### src/rtl/pwm_capture.sv
// PWM receiver: measures period/high time of pwm_in in clk cycles, flags a stuck input.
// Latency: meas_valid 3 clk after the closing rising edge reaches pwm_in; no backpressure (strobe-only output).
module pwm_capture #(
    parameter int CNT_W   = 16,
    parameter int TIMEOUT = 65535
) (
    input  logic             clk,
    input  logic             rst,
    input  logic             pwm_in,
    output logic [CNT_W-1:0] period,
    output logic [CNT_W-1:0] high_time,
    output logic             meas_valid,
    output logic             stuck,
    output logic             stuck_level
);

    localparam logic [CNT_W-1:0] CNT_ONE = CNT_W'(1);
    localparam logic [CNT_W-1:0] CNT_MAX = '1;
    localparam logic [CNT_W-1:0] TO_VAL  = CNT_W'(TIMEOUT);

    typedef enum logic {
        IDLE,
        MEASURE
    } state_t;

    state_t           state;
    logic             s1, s2, s3;
    logic             rise;
    logic [CNT_W-1:0] period_cnt;
    logic [CNT_W-1:0] high_cnt;

    always_ff @(posedge clk or posedge rst) begin
        if (rst) begin
            s1 <= 1'b0;
            s2 <= 1'b0;
            s3 <= 1'b0;
        end else begin
            s1 <= pwm_in;
            s2 <= s1;
            s3 <= s2;
        end
    end

    // Everything keys off s2, so the synchronizer delay cancels out of both measurements.
    assign rise = s2 & ~s3;

    always_ff @(posedge clk or posedge rst) begin
        if (rst) begin
            state       <= IDLE;
            period_cnt  <= '0;
            high_cnt    <= '0;
            period      <= '0;
            high_time   <= '0;
            meas_valid  <= 1'b0;
            stuck       <= 1'b0;
            stuck_level <= 1'b0;
        end else begin
            meas_valid <= 1'b0;
            case (state)
                IDLE: begin
                    period_cnt <= '0;
                    high_cnt   <= '0;
                    if (rise) begin
                        period_cnt <= CNT_ONE;
                        high_cnt   <= CNT_ONE;
                        stuck      <= 1'b0;
                        state      <= MEASURE;
                    end
                end
                MEASURE: begin
                    // A rise on the timeout cycle still closes a valid period.
                    if (rise) begin
                        period     <= period_cnt;
                        high_time  <= high_cnt;
                        meas_valid <= 1'b1;
                        period_cnt <= CNT_ONE;
                        high_cnt   <= CNT_ONE;
                    end else if (period_cnt == TO_VAL) begin
                        stuck       <= 1'b1;
                        stuck_level <= s2;
                        period_cnt  <= '0;
                        high_cnt    <= '0;
                        state       <= IDLE;
                    end else begin
                        if (period_cnt != CNT_MAX)
                            period_cnt <= period_cnt + CNT_ONE;
                        if (s2 && (high_cnt != CNT_MAX))
                            high_cnt <= high_cnt + CNT_ONE;
                    end
                end
                default: state <= IDLE;
            endcase
        end
    end

endmodule

### config.mk
export PLATFORM = sky130hd
export DESIGN_NAME = pwm_capture
export DESIGN_NICKNAME = d
export VERILOG_FILES = /design/src/rtl/pwm_capture.sv
export SDC_FILE = /design/constraint.sdc
export NUM_CORES = 1
export LEC_CHECK = 0
export CAP_MARGIN = 20
export CELL_PAD_IN_SITES_DETAIL_PLACEMENT = 0
export CELL_PAD_IN_SITES_GLOBAL_PLACEMENT = 1
export CORE_MARGIN = 4
export CORE_UTILIZATION = 25
export DETAILED_ROUTE_END_ITERATION = 8
export PLACE_DENSITY = 0.61
export SETUP_SLACK_MARGIN = 0.5
export SKIP_LAST_GASP = 1
export SYNTH_ARGS = -nofsm -noshare
export SYNTH_HDL_FRONTEND = slang
export SYNTH_SLANG_ARGS = --single-unit
export TNS_END_PERCENT = 20
### constraint.sdc
create_clock -name clk -period 4.1 [get_ports clk]
set_clock_uncertainty 0.2 [all_clocks]
set_input_delay 0.82 -clock clk [delete_from_list [all_inputs] [get_ports clk]]
set_output_delay 0.82 -clock clk [all_outputs]
set_load 0.005 [all_outputs]
## Word-level counts from Yosys, hierarchy flattened

Index checks and enable logic that the tools add are counted.

| operators by class | value |
|---|---|
| bitwise logic cells | 4 |
| equality and inequality tests | 8 |
| $add $sub $neg | 2 |
| reduce and logical (&&, ||, !) cells | 4 |
| multiplexer cells | 18 |

Operators with widths:

| cell | count |
|---|---|
| $mux 16 | 6 |
| $pmux 16 s2 | 2 |
| $add 16x1->16 const B | 2 |
| $ne 16x16->1 const B | 2 |
| $eq 16x16->1 const B | 1 |
| $mux 1 | 8 |
| $ne 4x1->1 const B | 2 |
| $reduce_and 3->1 | 2 |
| $ne 2x2->1 const B | 2 |
| $pmux 1 s2 | 2 |
| $not 1->1 | 3 |
| $ne 2x1->1 const B | 1 |
| $reduce_and 2->1 | 1 |
| $and 1x1->1 | 1 |
| $logic_and 1x1->1 | 1 |

| storage, ports and cells | value |
|---|---|
| input bits | 3 |
| word-level logic and storage cells | 47 |
| register bits | 71 |

## Logic depth before layout (Yosys ltp)

| logic depth | value |
|---|---|
| word-level depth | 6 |
| gate-level depth with buffers | 7 |

## Least setup slack after synthesis

OpenSTA, ideal clock, no wires.

| timing path | value |
|---|---|
| path kind | register to register |
| from | register high_cnt[0] |
| to | register high_cnt[3] |
| stages on the path, launching flop included | 7 |
| arrival | 1,687 ps |
| library setup time | 77 ps |
| slack | 2,135 ps |
| path buffers | 1 |
| clock period less this slack | 1,965 ps |
| path through | dfrtp_1 > ha_1 > nand4_1 > nor4_4 > buf_6 > or4_2 > a21oi_1 |

| between the ends | value |
|---|---|
| cells in the longest elaborated chain, start to end | 5 |
| elaborated cells between the ends (all ways) | 8 |

RTL lines:

| element | line | source |
|---|---|---|
| start, declared | 30 | `logic [CNT_W-1:0] high_cnt;` |
| start signal, assigned | 88 | `high_cnt <= high_cnt + CNT_ONE;` |
| $add 16x1->16 | 88 |  |
| $mux 16 | 87 | `if (s2 && (high_cnt != CNT_MAX))` |
| $mux 16 | 78 | `end else if (period_cnt == TO_VAL) begin` |
| $mux 16 | 72 | `if (rise) begin` |
| $pmux 16 s2 | 59 | `case (state)` |

Parallel ways exist; a longest one is shown, timed or not. The select of a mux whose other input is x is not followed.
A chain may end at the register's enable or synchronous reset.

## Worst setup path in the final report

| timing path | value |
|---|---|
| from | register high_cnt[0] |
| to | register high_cnt[0] |

The elaborated chain is that of the path after synthesis.

==> metrics.csv <==
metric;value;unit
status;finished, final reports clean;
min-delay src;s1;
Top FF cell, synth;dfrtp_1;
fraction of registers with async set/reset;100;%
Setup Buffers After CTS;0;
clock sinks;71;
final setup vio count;0;
Final #Nets;314;
Static Leak;0.00177;uW
slew margin rel.;31.1;%
row count;40;
Hold WC Path Type;reg2reg;
Max clock buf depth;2;
die area;14500;um2
routed vias;2185;
Wirelength per Cell;13.9;um
first-pass GRT wire length;11200;um
dpl cells;465;
share of layout cells above drive strength 1;19.4;%
Syn Nets;274;
startpoint types;flop;
RR Startpoint;high_cnt[0];
vias in the first global route;2200;
Worst Path Arrival;2.44;ns
register bit total from synthesis;71;
pwr dens;464;nW/um2
Pwr Total;1880;uW
YS warnings;0;
WP data required;4.15;ns
drt first pass iters;5;
H-tree depth;3;
max cap viols;0;
grt ovf;0;
VDD IR-drop max;0.174;mV
DR vias/cell;4.53;
Core Region;12200;um2
Setup WS pre-CTS;1.58;ns
final worst slack;1.72;ns
Synth Area per Inst;11.8;um2
die width;121;um
Slew Viols, Final;0;
# DRC;0;
Post-CTS Hold Fix Bufs;0;
post-detail-place hpwl;4600;um
unrepaired setup endpoints after global routing;no;
post-CTS resize count;0;
CTS tree;built;
initial drt markers;89;
GRT Overall Usage;9.96;%
Syn Std Cell Area;3170;um2
final WL;6690;um
Post-synth EDFFs;0;
Die Y-Extent;121;um
Worst setup EP type;flop;
final-report hold violation count;0;
CP max FO;23;
worst-margin pin slew;1.03;ns
# diodes;0;
Layout Utilization;33.1;%
Clock transition at path regs;0.06;ns
post-synthesis to final-layout area growth;27.6;%
# IOs;38;
TNS Setup;0;ns
kind of critical path;reg2reg;
IO Port Bufs;37;
Worst Setup SP;high_cnt[0];
Peak Freq;420;MHz
Cell variety after synth;43;
antenna-violating nets left;0;
post-route insts no fill;482;
final worst path period share;58.1;%
register area share after synthesis;56.1;%
antenna violations before repair;0;
CTS Buf Count;9;
Mapped Cells;269;
largest net degree at the start of global routing;36;
CTS Root Cell;clkbuf_16;
Final min period;2.38;ns
Initial Util;26.0;%
GP Congestion;0.764;
worst skew pair latency;0.34;ns
## Yosys cell counts, types with 3 or more instances
library cell,n,area share (%)
inv_1,6,0.71
o21ai_0,10,1.6
nand4_2,3,1.2
nand4_1,7,1.4
a21oi_1,16,2.5
mux2_2,30,11
nand3_1,10,1.6
buf_2,4,0.63
and2_1,5,0.99
and4_1,5,1.4
o31ai_1,9,2.1
or4_1,7,1.7
nor2_1,13,1.5
xor2_1,10,2.8
dfrtp_1,71,56
or3_1,6,1.2
nand2_1,19,2.3
buf_6,3,1.1
## report_power, final
group / switching, uW / internal [uW]
Clock: 290 / 608
Sequential: 44.0 / 751
Combinational: 83.0 / 99.1
## through the flow
step                      area [um2]  hold slack (ns)
after floorplan                 3170            0.131
after detailed placement        3680            0.136
after CTS                       4030            0.150
after global routing            4050            0.172
final                           4050            0.148
after global placement          3680            0.136
## flip-flops by register name (all words and copies together) (netlist names), 16 cells and up
register    cells
period_cnt     16
period         16
high_cnt       16
high_time      16
## cell type report
type / count / area, um2
fillers: 1272 / 8170
multi-input cells: 180 / 1280
clock inverters: 6 / 108
well taps: 168 / 210
flip-flops and latches: 71 / 1780
inverters: 6 / 22.5
clock buffers: 10 / 239
repair buffers: 41 / 408
## metal layers
metal / share of wire [%] / GRT usage, %
met2: 48 / 15.7
met1: 45 / 12.2
met4: 2.1 / 4.67
met5: 0 / 0
met3: 4.4 / 3.46
## kinds of logic after synthesis
family / count (synthesis) / share of synthesized area, %
AOI/OAI and AO/OA: 44 / 8.37
DFF: 71 / 56.1
muxes: 30 / 10.7
and+or+nand+nor: 93 / 17.6
buffers and inverters: 18 / 3.51
xor gates and xnor gates: 11 / 3.04
adders and majority gates: 2 / 0.789
## final timing paths
check                           cells past startpoint       endpoint  slack, ns
worst max-delay path                                5    high_cnt[0]       1.72
worst min-delay path                                0             s2       0.15
worst max register to register                      5    high_cnt[0]       1.72
worst min register to register                      0             s2       0.15
max in group asynchronous                           3  period_cnt[4]       2.21
min in group asynchronous                           2             s3       0.76
## critical path: stages (launching register included)
cell      delay (ns)
dfrtp_1         0.42
ha_1            0.24
nand4_1         0.15
nor4_4          0.87
o221ai_1        0.26
o211ai_1        0.15
## cell usage in the layout, fill, tap and decap left out, drive strengths merged, types with 6 or more instances in the layout
cell type	instances
nand4	10
clkbuf	10
mux2	30
o21ai	12
nor2	13
o31ai	9
dfrtp	71
clkdlybuf4s50	37
a21oi	16
or4	8
inv	6
or3	6
nand3	11
xor2	10
nand2	19
(Power assumes the default switching activity.)
